### src/rtl/mux_rr_sel_scheduler_if.sv
// Bundle between the round-robin mux scheduler and its requesters/mux.
// The master modport is the scheduler side; the slave modport drives req and observes the select.
interface mux_rr_sel_scheduler_if #(
    parameter int N_CH = 8
);
    logic [N_CH-1:0]         req;
    logic [$clog2(N_CH)-1:0] sel;
    logic [N_CH-1:0]         grant;
    logic                    valid;
    logic                    busy;

    modport master (
        input  req,
        output sel,
        output grant,
        output valid,
        output busy
    );

    modport slave (
        output req,
        input  sel,
        input  grant,
        input  valid,
        input  busy
    );
endinterface

### src/rtl/mux_rr_sel_scheduler.sv
// Round-robin owner scheduler for an 8-to-1 mux with one dead cycle on every select change.
// Optional hold limit enabled by defining MUX_RR_HOLD_LIMIT_EN.
module mux_rr_sel_scheduler #(
    parameter int N_CH     = 8,
    parameter int MAX_HOLD = 16,
    parameter int CNT_W    = 5
) (
    input  logic                    clk,
    input  logic                    rst_n,
    mux_rr_sel_scheduler_if.master  bus
);
    localparam int SEL_W = $clog2(N_CH);

    typedef enum logic [1:0] {
        ST_IDLE  = 2'd0,
        ST_GAP   = 2'd1,
        ST_GRANT = 2'd2
    } state_t;

    state_t             state_reg,    state_next;
    logic [SEL_W-1:0]   sel_reg,      sel_next;
    logic [N_CH-1:0]    grant_reg,    grant_next;
    logic               valid_reg,    valid_next;
    logic [SEL_W-1:0]   last_ptr_reg, last_ptr_next;
    logic [CNT_W-1:0]   hold_cnt_reg, hold_cnt_next;

    logic [SEL_W-1:0]   arb_base;
    logic [N_CH-1:0]    rot_req;
    logic [SEL_W-1:0]   arb_off;
    logic [SEL_W-1:0]   winner;
    logic               arb_any;
    logic [N_CH-1:0]    sel_onehot;
    logic               owner_req;
    logic               others_pending;
    logic               hold_limit_hit;

    // Requests rotated so that bit 0 is the requester just after the last owner.
    assign arb_base = last_ptr_reg + SEL_W'(1);

    generate
        for (genvar gi = 0; gi < N_CH; gi++) begin : g_rot
            assign rot_req[gi]    = bus.req[arb_base + SEL_W'(gi)];
            assign sel_onehot[gi] = (sel_reg == SEL_W'(gi));
        end
    endgenerate

    always_comb begin
        arb_off = '0;
        for (int i = N_CH - 1; i >= 0; i--) begin
            if (rot_req[i]) begin
                arb_off = SEL_W'(i);
            end
        end
    end

    assign arb_any        = |bus.req;
    assign winner         = arb_base + arb_off;
    assign owner_req      = |(bus.req & sel_onehot);
    assign others_pending = |(bus.req & ~sel_onehot);

`ifdef MUX_RR_HOLD_LIMIT_EN
    assign hold_limit_hit = (hold_cnt_reg == CNT_W'(MAX_HOLD - 1));
`else
    assign hold_limit_hit = 1'b0;
`endif

    always_ff @(posedge clk or negedge rst_n) begin
        if (!rst_n) begin
            state_reg    <= ST_IDLE;
            sel_reg      <= '0;
            grant_reg    <= '0;
            valid_reg    <= 1'b0;
            last_ptr_reg <= SEL_W'(N_CH - 1);
            hold_cnt_reg <= '0;
        end else begin
            state_reg    <= state_next;
            sel_reg      <= sel_next;
            grant_reg    <= grant_next;
            valid_reg    <= valid_next;
            last_ptr_reg <= last_ptr_next;
            hold_cnt_reg <= hold_cnt_next;
        end
    end

    always_comb begin
        state_next    = state_reg;
        sel_next      = sel_reg;
        grant_next    = grant_reg;
        valid_next    = valid_reg;
        last_ptr_next = last_ptr_reg;
        hold_cnt_next = hold_cnt_reg;

        case (state_reg)
            ST_IDLE: begin
                if (arb_any) begin
                    sel_next   = winner;
                    state_next = ST_GAP;
                end
            end

            // sel already points at the new owner; the mux settles this cycle.
            ST_GAP: begin
                if (owner_req) begin
                    state_next    = ST_GRANT;
                    grant_next    = sel_onehot;
                    valid_next    = 1'b1;
                    hold_cnt_next = '0;
                    last_ptr_next = sel_reg;
                end else if (arb_any) begin
                    sel_next = winner;
                end else begin
                    state_next = ST_IDLE;
                end
            end

            ST_GRANT: begin
                if (hold_cnt_reg != CNT_W'(MAX_HOLD)) begin
                    hold_cnt_next = hold_cnt_reg + CNT_W'(1);
                end
                // Owner drop takes precedence; both paths lead to the same place.
                if (!owner_req || (hold_limit_hit && others_pending)) begin
                    grant_next = '0;
                    valid_next = 1'b0;
                    if (others_pending) begin
                        sel_next   = winner;
                        state_next = ST_GAP;
                    end else begin
                        state_next = ST_IDLE;
                    end
                end
            end

            default: begin
                state_next = ST_IDLE;
                grant_next = '0;
                valid_next = 1'b0;
            end
        endcase
    end

    assign bus.sel   = sel_reg;
    assign bus.grant = grant_reg;
    assign bus.valid = valid_reg;
    assign bus.busy  = (state_reg != ST_IDLE);

endmodule
### src/flat_wrapper.sv
// flat-port wrapper written by rule: the top's interface ports become plain ports
module mux_rr_sel_scheduler_flat 
#(
    parameter int N_CH     = 8,
    parameter int MAX_HOLD = 16,
    parameter int CNT_W    = 5
)
  (clk, rst_n, bus_req, bus_sel, bus_grant, bus_valid, bus_busy);
  mux_rr_sel_scheduler_if #(.N_CH(N_CH)) bus_i ();
  input  logic clk;
  input  logic rst_n;
  input wire logic [$bits(bus_i.req)-1:0] bus_req;
  output wire logic [$bits(bus_i.sel)-1:0] bus_sel;
  output wire logic [$bits(bus_i.grant)-1:0] bus_grant;
  output wire logic [$bits(bus_i.valid)-1:0] bus_valid;
  output wire logic [$bits(bus_i.busy)-1:0] bus_busy;
  assign bus_i.req = bus_req;
  assign bus_sel = bus_i.sel;
  assign bus_grant = bus_i.grant;
  assign bus_valid = bus_i.valid;
  assign bus_busy = bus_i.busy;
  mux_rr_sel_scheduler #(.N_CH(N_CH), .MAX_HOLD(MAX_HOLD), .CNT_W(CNT_W)) u_core (.clk(clk), .rst_n(rst_n), .bus(bus_i));
endmodule
### config.mk
export PLATFORM = sky130hd
export DESIGN_NAME = mux_rr_sel_scheduler_flat
export DESIGN_NICKNAME = d
export VERILOG_FILES = /design/src/rtl/mux_rr_sel_scheduler_if.sv /design/src/rtl/mux_rr_sel_scheduler.sv /design/src/flat_wrapper.sv
export SDC_FILE = /design/constraint.sdc
export NUM_CORES = 1
export LEC_CHECK = 0
export BUFFER_PORTS_ARGS = -buffer_cell sky130_fd_sc_hd__buf_4
export CAP_MARGIN = 10
export CORE_MARGIN = 2
export CORE_UTILIZATION = 55
export CTS_CLUSTER_DIAMETER = 40
export DETAILED_ROUTE_END_ITERATION = 8
export GPL_ROUTABILITY_DRIVEN = 0
export GPL_TIMING_DRIVEN = 0
export PLACE_DENSITY = 0.85
export SETUP_SLACK_MARGIN = 0.4
export SLEW_MARGIN = 30
export SYNTH_ARGS = -nofsm -noshare
export SYNTH_HDL_FRONTEND = slang
export SYNTH_SLANG_ARGS = --single-unit
export TNS_END_PERCENT = 100
### constraint.sdc
create_clock -name clk -period 5.9 [get_ports clk]
set_input_delay 1.77 -clock clk [delete_from_list [all_inputs] [get_ports clk]]
set_output_delay 1.77 -clock clk [all_outputs]
set_load 0.02 [all_outputs]
==> metrics.cfg <==
[routing]
wl_per_cell_um=18.6
vias_per_cell=6.83
dr.first_iter.drc_count=131
dr_total_vias=1565
firstDrtPassIters=6
wl_um=4260
drtAntennaViolNets=0
drc=1

[timing]
fin_skew_ns=0.00248
min_period_over_period_pct=76.2
setup_viol=0
max_freq_mhz=222
rsz0062_at_grt=no
hold_viol_final=0
worst_pin_slew_ns=0.682
fin_tns_setup_ns=0
max-slew-margin-rel_pct=54.4
finalMaxSlewViolations=0
min_period_ns=4.50

[global_routing]
grtUsageTotal_pct=25.8
grt_pass1_wl_um=6900
antenna_found_initial=0
first_global_vias=1582
grt_max_degree=18
grt_overflow=0

[yosys]
synthFlopType=dfrtp_1
synth_top_area_cell=dfrtp_1
synthAdderAreaFrac_pct=3.48
synth_compound_area_share_pct=18.7
ys_ff_latch=17
synth_top_area_share_pct=21.2
synth_top_family_by_area=multiplexers
seq_area_frac_synth_pct=25.9
synth_cell_types=51
syn_nets=190
syn-mean-instance-area_um2=9.41
synthTopCellsByArea=dfrtp_1 21%, mux2_2 6.8%, mux4_2 6.8%, mux2i_1 6.7%, dfstp_2 4.8%
yosys.area_share.xor_xnor_pct=3.48
synthMuxAreaShare_pct=23.4
synth_area_um2=1660
synthSimpleGateAreaFrac_pct=18.9
synth_most_common_cell=nand2_1
async_flop_share_pct=100
synth-edff-count=0
synthTopCellsByCount=18 x nand2_1, 14 x dfrtp_1, 12 x nor2_1, 11 x mux2i_1, 10 x mux2_2
synth_cells=176
synth_warnings=0

[floorplanning]
io_pins=23
num_rows=19
die_w_um=58.9
die_h_um=58.9
start_util_pct=59.0
core_um2=2810
die_area_um2=3460

[clock_tree]
ctsResizeCount=0
cts_buffers=3
cts.sinks=17
cts_hold_buffers=0
cts_tree=done
cts.clk_slew.worst_paths_ns=0.10
cts_setup_buffers=0
cts_max_level=1
cts-root-buf=clkbuf_4
clockBufferDepth=2
clk-insertion-delay-late_ns=0.29

[finish]
fillers=231
area_growth_pct=12.2
ff_latch_area_um2=429
nNetsFinal=213
multiInputGateArea_um2=1120
largest_reg_flops=8
num_antenna_cells=0
final_layout_size_suffix_gt1_share_pct=29.3

[run_status]
violations=design-rule violations
run_status=finished with violations

[critical_path]
path_buf_inv=5
path_max_fanout=10
worstSetupPathType=reg -> reg
cp-start-kind=flip-flop
required_ns=6.08
worst_path_max_delay_cell=dfstp_2
crit_arrival_ns=4.67
critPathCaptureType=flip-flop
max_stage_delay_ns=0.63
crit_family=adder cells
path_cells=buf_2 -> inv_2 -> ha_1 -> buf_6 -> buf_2 -> mux4_2 -> nor3_1 -> nor2_1 -> o21ai_0 -> o22ai_1 -> a21oi_1 -> ha_1 -> inv_1 -> fa_1 -> nor4_1 -> o31ai_2

[hold_path]
holdCritPathClass=reg -> reg

[place]
port_buffers=18
dp_hpwl_um=3170

[run]
max_cap_viol_count=0

==> layout make-up <==
cell class                      instances  area share, %
Multi-Input combinational cell        137           60.6
Sequential cell                        17           23.1
Clock buffer                            3           1.21
Tap cell                               31           2.09
Buffer                                 18           4.65
Clock inverter                          1          0.270
Timing Repair Buffer                   18           7.28
Inverter                                4          0.809
==> stage by stage <==
step	area [um^2]	util [%]	setup WS, ns	hold WS, ns	cells
after floorplan	1660	-	1.79	0.450	176
after global placement	1830	65.2	1.42	0.463	225
after detailed placement	1830	65.2	1.28	0.468	225
after CTS	1860	66.2	1.48	0.483	229
after global routing	1860	66.2	1.29	0.512	229
final	1860	66.2	1.40	0.485	229
==> tightest hold or removal path, delay by kind of cell, from the launching register on <==
family / cells / cell delay (ns)
DFF: 1 / 0.40
and+or+nand+nor: 2 / 0.09
==> worst paths after layout <==
kind / from / endpoint / cells past startpoint / slack [ns]
worst max-delay path: u_core.last_ptr_reg[0] / u_core.bus.sel[2] / 16 / 1.40
worst min-delay path: u_core.last_ptr_reg[1] / u_core.last_ptr_reg[1] / 2 / 0.48
worst max register to register: u_core.last_ptr_reg[0] / u_core.bus.sel[2] / 16 / 1.40
worst min register to register: u_core.last_ptr_reg[1] / u_core.last_ptr_reg[1] / 2 / 0.48
max in group asynchronous: rst_n / u_core.last_ptr_reg[2] / 1 / 4.33
min in group asynchronous: rst_n / u_core.bus.grant[3] / 1 / 1.31
==> cells in the final DEF (no fill, tap or decap), types with 3 or more instances in the layout <==
cell / count
nor2_1: 12
mux2_2: 10
or2_2: 4
ha_1: 3
buf_4: 18
xnor2_1: 3
nor4b_1: 3
clkbuf_4: 3
mux4_2: 5
nand2b_1: 6
nor3_1: 4
buf_2: 8
clkbuf_1: 8
nor4_1: 3
inv_1: 3
dfstp_2: 3
a21oi_1: 3
o221ai_1: 5
o31ai_1: 4
o22ai_1: 4
o21ai_0: 8
mux2i_1: 11
nand2_1: 18
dfrtp_1: 14
==> cells by family (layout without fill, tap and decap cells) <==
family                     Yosys count  count (layout)
muxes                               28              28
AOI/OAI and AO/OA                   41              41
and+or+nand+nor                     59              59
adders and majority gates            4               4
xor gates and xnor gates             5               5
buffers and inverters               22              44
DFF                                 17              17
==> layer usage <==
metal  share of wire (%)  vias to the layer above  GRT usage, %
met1                  41                      759          33.9
met2                  51                       80          43.8
li1                    -                      715             -
met5                   0                        -             0
met3                 6.6                       11          2.64
met4                 2.0                        0          9.74
Power is not shown: default switching activity piles up to over one toggle a cycle in this logic, so the estimate is an artifact.
